<file path="config.mk">
export PLATFORM = sky130hd
export DESIGN_NAME = uart_rx_block
export DESIGN_NICKNAME = d
export VERILOG_FILES = /design/src/rtl/uart_rx_block.sv
export SDC_FILE = /design/constraint.sdc
export NUM_CORES = 1
export LEC_CHECK = 0
export ABC_AREA = 0
export CAP_MARGIN = 20
export CELL_PAD_IN_SITES_DETAIL_PLACEMENT = 1
export CELL_PAD_IN_SITES_GLOBAL_PLACEMENT = 1
export CORE_MARGIN = 2
export CORE_UTILIZATION = 51
export DETAILED_ROUTE_END_ITERATION = 8
export DONT_BUFFER_PORTS = 1
export GPL_TIMING_DRIVEN = 0
export PLACE_DENSITY_LB_ADDON = 0.1
export SETUP_SLACK_MARGIN = 0.2
export SKIP_CTS_REPAIR_TIMING = 1
export SLEW_MARGIN = 20
export SYNTH_ARGS = -nofsm -noshare
export SYNTH_HDL_FRONTEND = slang
export SYNTH_SLANG_ARGS = --single-unit
</file>
<file path="constraint.sdc">
create_clock -name CLK -period 4 [get_ports CLK]
set_input_delay 0.8 -clock CLK [delete_from_list [all_inputs] [get_ports CLK]]
set_output_delay 0.8 -clock CLK [all_outputs]
set_load 0.02 [all_outputs]
</file>
<file path="src/rtl/uart_rx_block.sv">
// 8N1 serial receiver: two-flop line synchronizer, mid-bit sampling FSM and a
// single-byte holding register read through the CONTROL/STATUS command codes.
module uart_rx_block #(
  parameter int         CLKS_PER_BIT = 434,
  parameter logic [7:0] NOP          = 8'd0,
  parameter logic [7:0] ACK          = 8'd255,
  parameter logic [7:0] EMPTY        = 8'd0,
  parameter logic [7:0] VALID        = 8'd255,
  parameter logic [7:0] FERR         = 8'd127,
  parameter logic [7:0] OVR          = 8'd63
) (
  input  logic       CLK,
  input  logic       RST,
  input  logic       RX_LINE,
  input  logic [7:0] CONTROL,
  output logic [7:0] DATA,
  output logic [7:0] STATUS
);

  localparam int DATA_W = 8;
  localparam int CNT_W  = (CLKS_PER_BIT > 2) ? $clog2(CLKS_PER_BIT) : 1;
  localparam int HALF   = CLKS_PER_BIT / 2;

  localparam logic [CNT_W-1:0] HALF_LAST = CNT_W'(HALF - 1);
  localparam logic [CNT_W-1:0] BIT_LAST  = CNT_W'(CLKS_PER_BIT - 1);

  typedef enum logic [1:0] {
    S_IDLE,
    S_START,
    S_DATA,
    S_STOP
  } state_t;

  state_t            state;
  state_t            state_n;
  logic              rx_p0;
  logic              rx_p1;
  logic              rx_s;
  logic [CNT_W-1:0]  cnt;
  logic [2:0]        idx;
  logic [DATA_W-1:0] shift;
  logic              cnt_clr;
  logic              idx_clr;
  logic              bit_smp;
  logic              vld_p2;
  logic [7:0]        ctrl_cmd;
  logic              ack;

  // A byte landing on an unread one is flagged as overrun unless software
  // acknowledges in the very same cycle; a bad stop bit outranks both.
  function automatic logic [7:0] commit_status(input logic       stop_bit,
                                               input logic [7:0] held,
                                               input logic       ack_now);
    if (!stop_bit) begin
      return FERR;
    end
    if ((held != EMPTY) && !ack_now) begin
      return OVR;
    end
    return VALID;
  endfunction

  // Anything other than ACK is treated as NOP.
  always_comb begin
    ctrl_cmd = (CONTROL == ACK) ? ACK : NOP;
    ack      = (ctrl_cmd == ACK);
  end

  // ---- stage p0/p1: metastability synchronizer, idles high ----
  always_ff @(posedge CLK) begin
    if (RST) begin
      rx_p0 <= 1'b1;
      rx_p1 <= 1'b1;
    end else begin
      rx_p0 <= RX_LINE;
      rx_p1 <= rx_p0;
    end
  end

  assign rx_s = rx_p1;

  // ---- stage p2: frame FSM, bit-period counter and byte assembly ----
  always_ff @(posedge CLK) begin
    if (RST) begin
      state <= S_IDLE;
    end else begin
      state <= state_n;
    end
  end

  always_comb begin
    state_n = state;
    cnt_clr = 1'b0;
    idx_clr = 1'b0;
    bit_smp = 1'b0;
    vld_p2  = 1'b0;
    case (state)
      S_IDLE: begin
        cnt_clr = 1'b1;
        if (!rx_s) begin
          state_n = S_START;
        end
      end
      S_START: begin
        // Half a bit in: still low means a real start bit, high means a glitch.
        if (cnt == HALF_LAST) begin
          cnt_clr = 1'b1;
          if (!rx_s) begin
            state_n = S_DATA;
            idx_clr = 1'b1;
          end else begin
            state_n = S_IDLE;
          end
        end
      end
      S_DATA: begin
        if (cnt == BIT_LAST) begin
          cnt_clr = 1'b1;
          bit_smp = 1'b1;
          if (idx == 3'd7) begin
            state_n = S_STOP;
          end
        end
      end
      S_STOP: begin
        // Leave mid-stop-bit so a back-to-back start edge is not missed.
        if (cnt == BIT_LAST) begin
          cnt_clr = 1'b1;
          vld_p2  = 1'b1;
          state_n = S_IDLE;
        end
      end
      default: begin
        cnt_clr = 1'b1;
        state_n = S_IDLE;
      end
    endcase
  end

  always_ff @(posedge CLK) begin
    if (RST) begin
      cnt   <= '0;
      idx   <= '0;
      shift <= '0;
    end else begin
      cnt <= cnt_clr ? '0 : (cnt + CNT_W'(1));
      if (idx_clr) begin
        idx <= '0;
      end else if (bit_smp) begin
        idx <= idx + 3'd1;
      end
      if (bit_smp) begin
        shift[idx] <= rx_s;
      end
    end
  end

  // ---- output: holding register seen by the CPU ----
  always_ff @(posedge CLK) begin
    if (RST) begin
      DATA   <= '0;
      STATUS <= EMPTY;
    end else if (vld_p2) begin
      DATA   <= shift;
      STATUS <= commit_status(rx_s, STATUS, ack);
    end else if (ack) begin
      STATUS <= EMPTY;
    end
  end

endmodule

</file>
==> results.txt <==
Fin util: 0.5891
Worst-case vdd ir drop: 0.2017 mV
Largest stage delay, worst path: 0.58 ns
Crit path max fanout: 8
WP buf/inv: 1
CP Class: flip-flop to primary output
Final GP Congestion: 0.7782
Sequential share of the synthesized area: 0.4118
HPWL Detailed: 2796 um
Number of CTS-inserted buffers: 5
Largest area contributor in the netlist: dfxtp_1
Top-count cell post-synth: dfxtp_1
CTS root buf: clkbuf_4
Die Span Y: 61.76 um
Die X-Extent: 61.76 um
CP Launch Type: flip-flop
Worst-Skew Late Latency: 0.35 ns
CORE AREA: 0.003103 sq mm
Slowest stage cell, crit path: dfxtp_1
Routed vias: 1280
Clock skew: 0.008421 ns
Worst path arrival time: 1.15 ns
Ant. Diodes: 0
Area share of the largest cell type after synthesis: 0.4118
First-pass GRT wire length: 5809 um
Reg area: 700.7 sq um
GRT overflow: 0
Min-Delay Path Depth: 1
DR iter-0 viols: 35
CTS tree: done
Synth area leaders: dfxtp_1, mux2i_1, nor2_1
Reg2Reg Depth: 5
FFs w/ async S/R, synth: 0
Final min period: 1.946 ns
F_max: 513.8 MHz
Via density: 5.664
Clock network fraction of total power: 0.393
Synthesized instance count: 175
Slew HR: 0.6629
DRC violations left: 0
Antenna Nets Post-Route: 0
Clk pin slew, worst setup/hold paths: 0.10 ns
Max cap viols: 0
Starting Density: 0.5484
Io pins: 27
Sw power: 123.5 uW
Row cnt: 20
Sequential Power Share: 0.577
Synth Cell Area: 0.001702 sq mm
Net Count, Synth: 191
Finish-stage setup viols: 0
Area of the multi-input gates: 887.1 sq um
Die area: 0.003814 sq mm
Final period util: 0.4866
Worst setup EP type: primary output
Hold slack: 0.4315 ns
Synth Register Bits: 35
Initial antenna violation count: 0
Library cells used by synthesis: 41
Crit-path cells: buf_4
Tot Pwr: 607.9 uW
Final hold vios: 0
Synth Flop Type: dfxtp_1
Delay-heaviest family, CP: flip-flops
Critical Path Stages: 1
Setup tns final: 0 ns
Top post-synthesis cells by count: dfxtp_1, nor2_1, mux2i_1, nand4_1
Tot GR Track Use: 0.2182
Syn-to-layout area delta: 7.426%
Final Max Tran Viols: 0
Final-layout fill cell count: 367
Routed WL: 3661 um
RSZ-0062 raised after global routing: no
Status: finished clean
P_int: 484.4 uW
DR WL/cell: 16.20 um
CTS Sinks: 35
Nets: 198
Switching share of power: 0.2032
Ratio of cells with drive above 1 in the final layout: 0.1484
LEAKAGE: 0.7005 nW
Warnings, synthesis: 0
Drt pass-1 iters: 4
Combinational power share: 0.029
Hold Crit Class: flip-flop to flip-flop
Syn avg cell area: 9.724 sq um
Clock buffer depth: 2
Largest net degree at the start of global routing: 11
EDFF count, synth: 0
H-tree levels: 2
Power Density: 332.5 mW/mm^2
IO Port Bufs: 0
Measured slew at the worst slew-check pin: 0.5056 ns
Vias in the first global route: 1236
Worst Path Required: 3.20 ns
[metrics by stage]
stage | setup WS [ns] | instances | area [sq um]
6_report | 2.054 | 226 | 1828
5_1_grt | 1.947 | 226 | 1828
4_1_cts | 2.033 | 226 | 1828
3_5_place_dp | 2.166 | 219 | 1757
3_3_place_gp | 2.250 | 219 | 1757
2_1_floorplan | 2.457 | 175 | 1702
[cell type report]
| cell class | instances | area share |
|---|---|---|
| plain buffers | 15 | 0.04997 |
| clock buffers | 6 | 0.02259 |
| well taps | 44 | 0.03012 |
| multi-input cells | 119 | 0.4853 |
| clock inverters | 1 | 0.01643 |
| flip-flops and latches | 35 | 0.3833 |
| inverters | 6 | 0.01232 |
[sequential cells by signal, summed over array words and instances, names as in the netlist, named ones only]
signal / count
shift: 8
state: 1
rx_p1: 1
rx_p0: 1
DATA: 8
STATUS: 3
idx: 3
cnt: 9
[per-layer routing]
metal / track usage / vias to the layer above / wire length [um]
met5: 0 / - / 0
met4: 0.1185 / 0 / 63
met3: 0.05383 / 5 / 222
met2: 0.3474 / 37 / 1787
met1: 0.2720 / 613 / 1588
li1: - / 625 / -
[cells by family (layout without fill, tap and decap cells)]
family / Yosys count / after routing / synth area share
AOI/OAI and AO/OA: 12 / 12 / 0.05662
xor gates and xnor gates: 8 / 8 / 0.04118
adders and majority gates: 5 / 5 / 0.03676
muxes: 18 / 18 / 0.1059
DFF: 35 / 35 / 0.4118
and+or+nand+nor: 76 / 76 / 0.2809
buffers and inverters: 21 / 28 / 0.06691
[final timing paths]
| check | start | end | slack, ns |
|---|---|---|---|
| worst max register to register | cnt[0]$_SDFF_PP0_ | shift[5]$_SDFFE_PP0P_ | 2.19 |
| worst max-delay path | STATUS[5]$_SDFFE_PP0P_ | STATUS[3] | 2.05 |
| worst min-delay path | rx_p0$_SDFF_PP1_ | rx_p1$_SDFF_PP1_ | 0.43 |
| worst min register to register | rx_p0$_SDFF_PP1_ | rx_p1$_SDFF_PP1_ | 0.43 |
[layout by cell type (no fill, tap or decap), types with 2 or more instances in the layout]
cell type	Yosys	final
dfxtp_1	35	35
nor2_1	33	33
mux2i_1	18	18
nand4_1	7	7
inv_1	6	6
buf_4	6	6
nand2_1	6	6
xnor2_1	6	6
clkbuf_1	4	5
nor4_1	5	5
ha_1	5	5
clkbuf_4	0	5
buf_2	4	4
nor3_1	3	3
or2_2	3	3
nand4bb_1	2	2
nand3_1	2	2
xor2_1	2	2
nand4b_1	2	2
o32ai_1	2	2
nand3b_1	2	2
a31oi_1	2	2
[power by group through the flow]
| stage | Sequential [mW] | Clock, mW | Combinational, mW |
|---|---|---|---|
| 4_1_cts | 0.351 | 0.247 | 0.0182 |
| 5_1_grt | 0.351 | 0.259 | 0.0198 |
| 3_5_place_dp | 0.359 | 0 | 0.0179 |
| 6_report | 0.351 | 0.239 | 0.0179 |
| 3_3_place_gp | 0.359 | 0 | 0.0167 |
| 2_1_floorplan | 0.359 | 0 | 0.0132 |
Power figures use the tool's default switching activity.
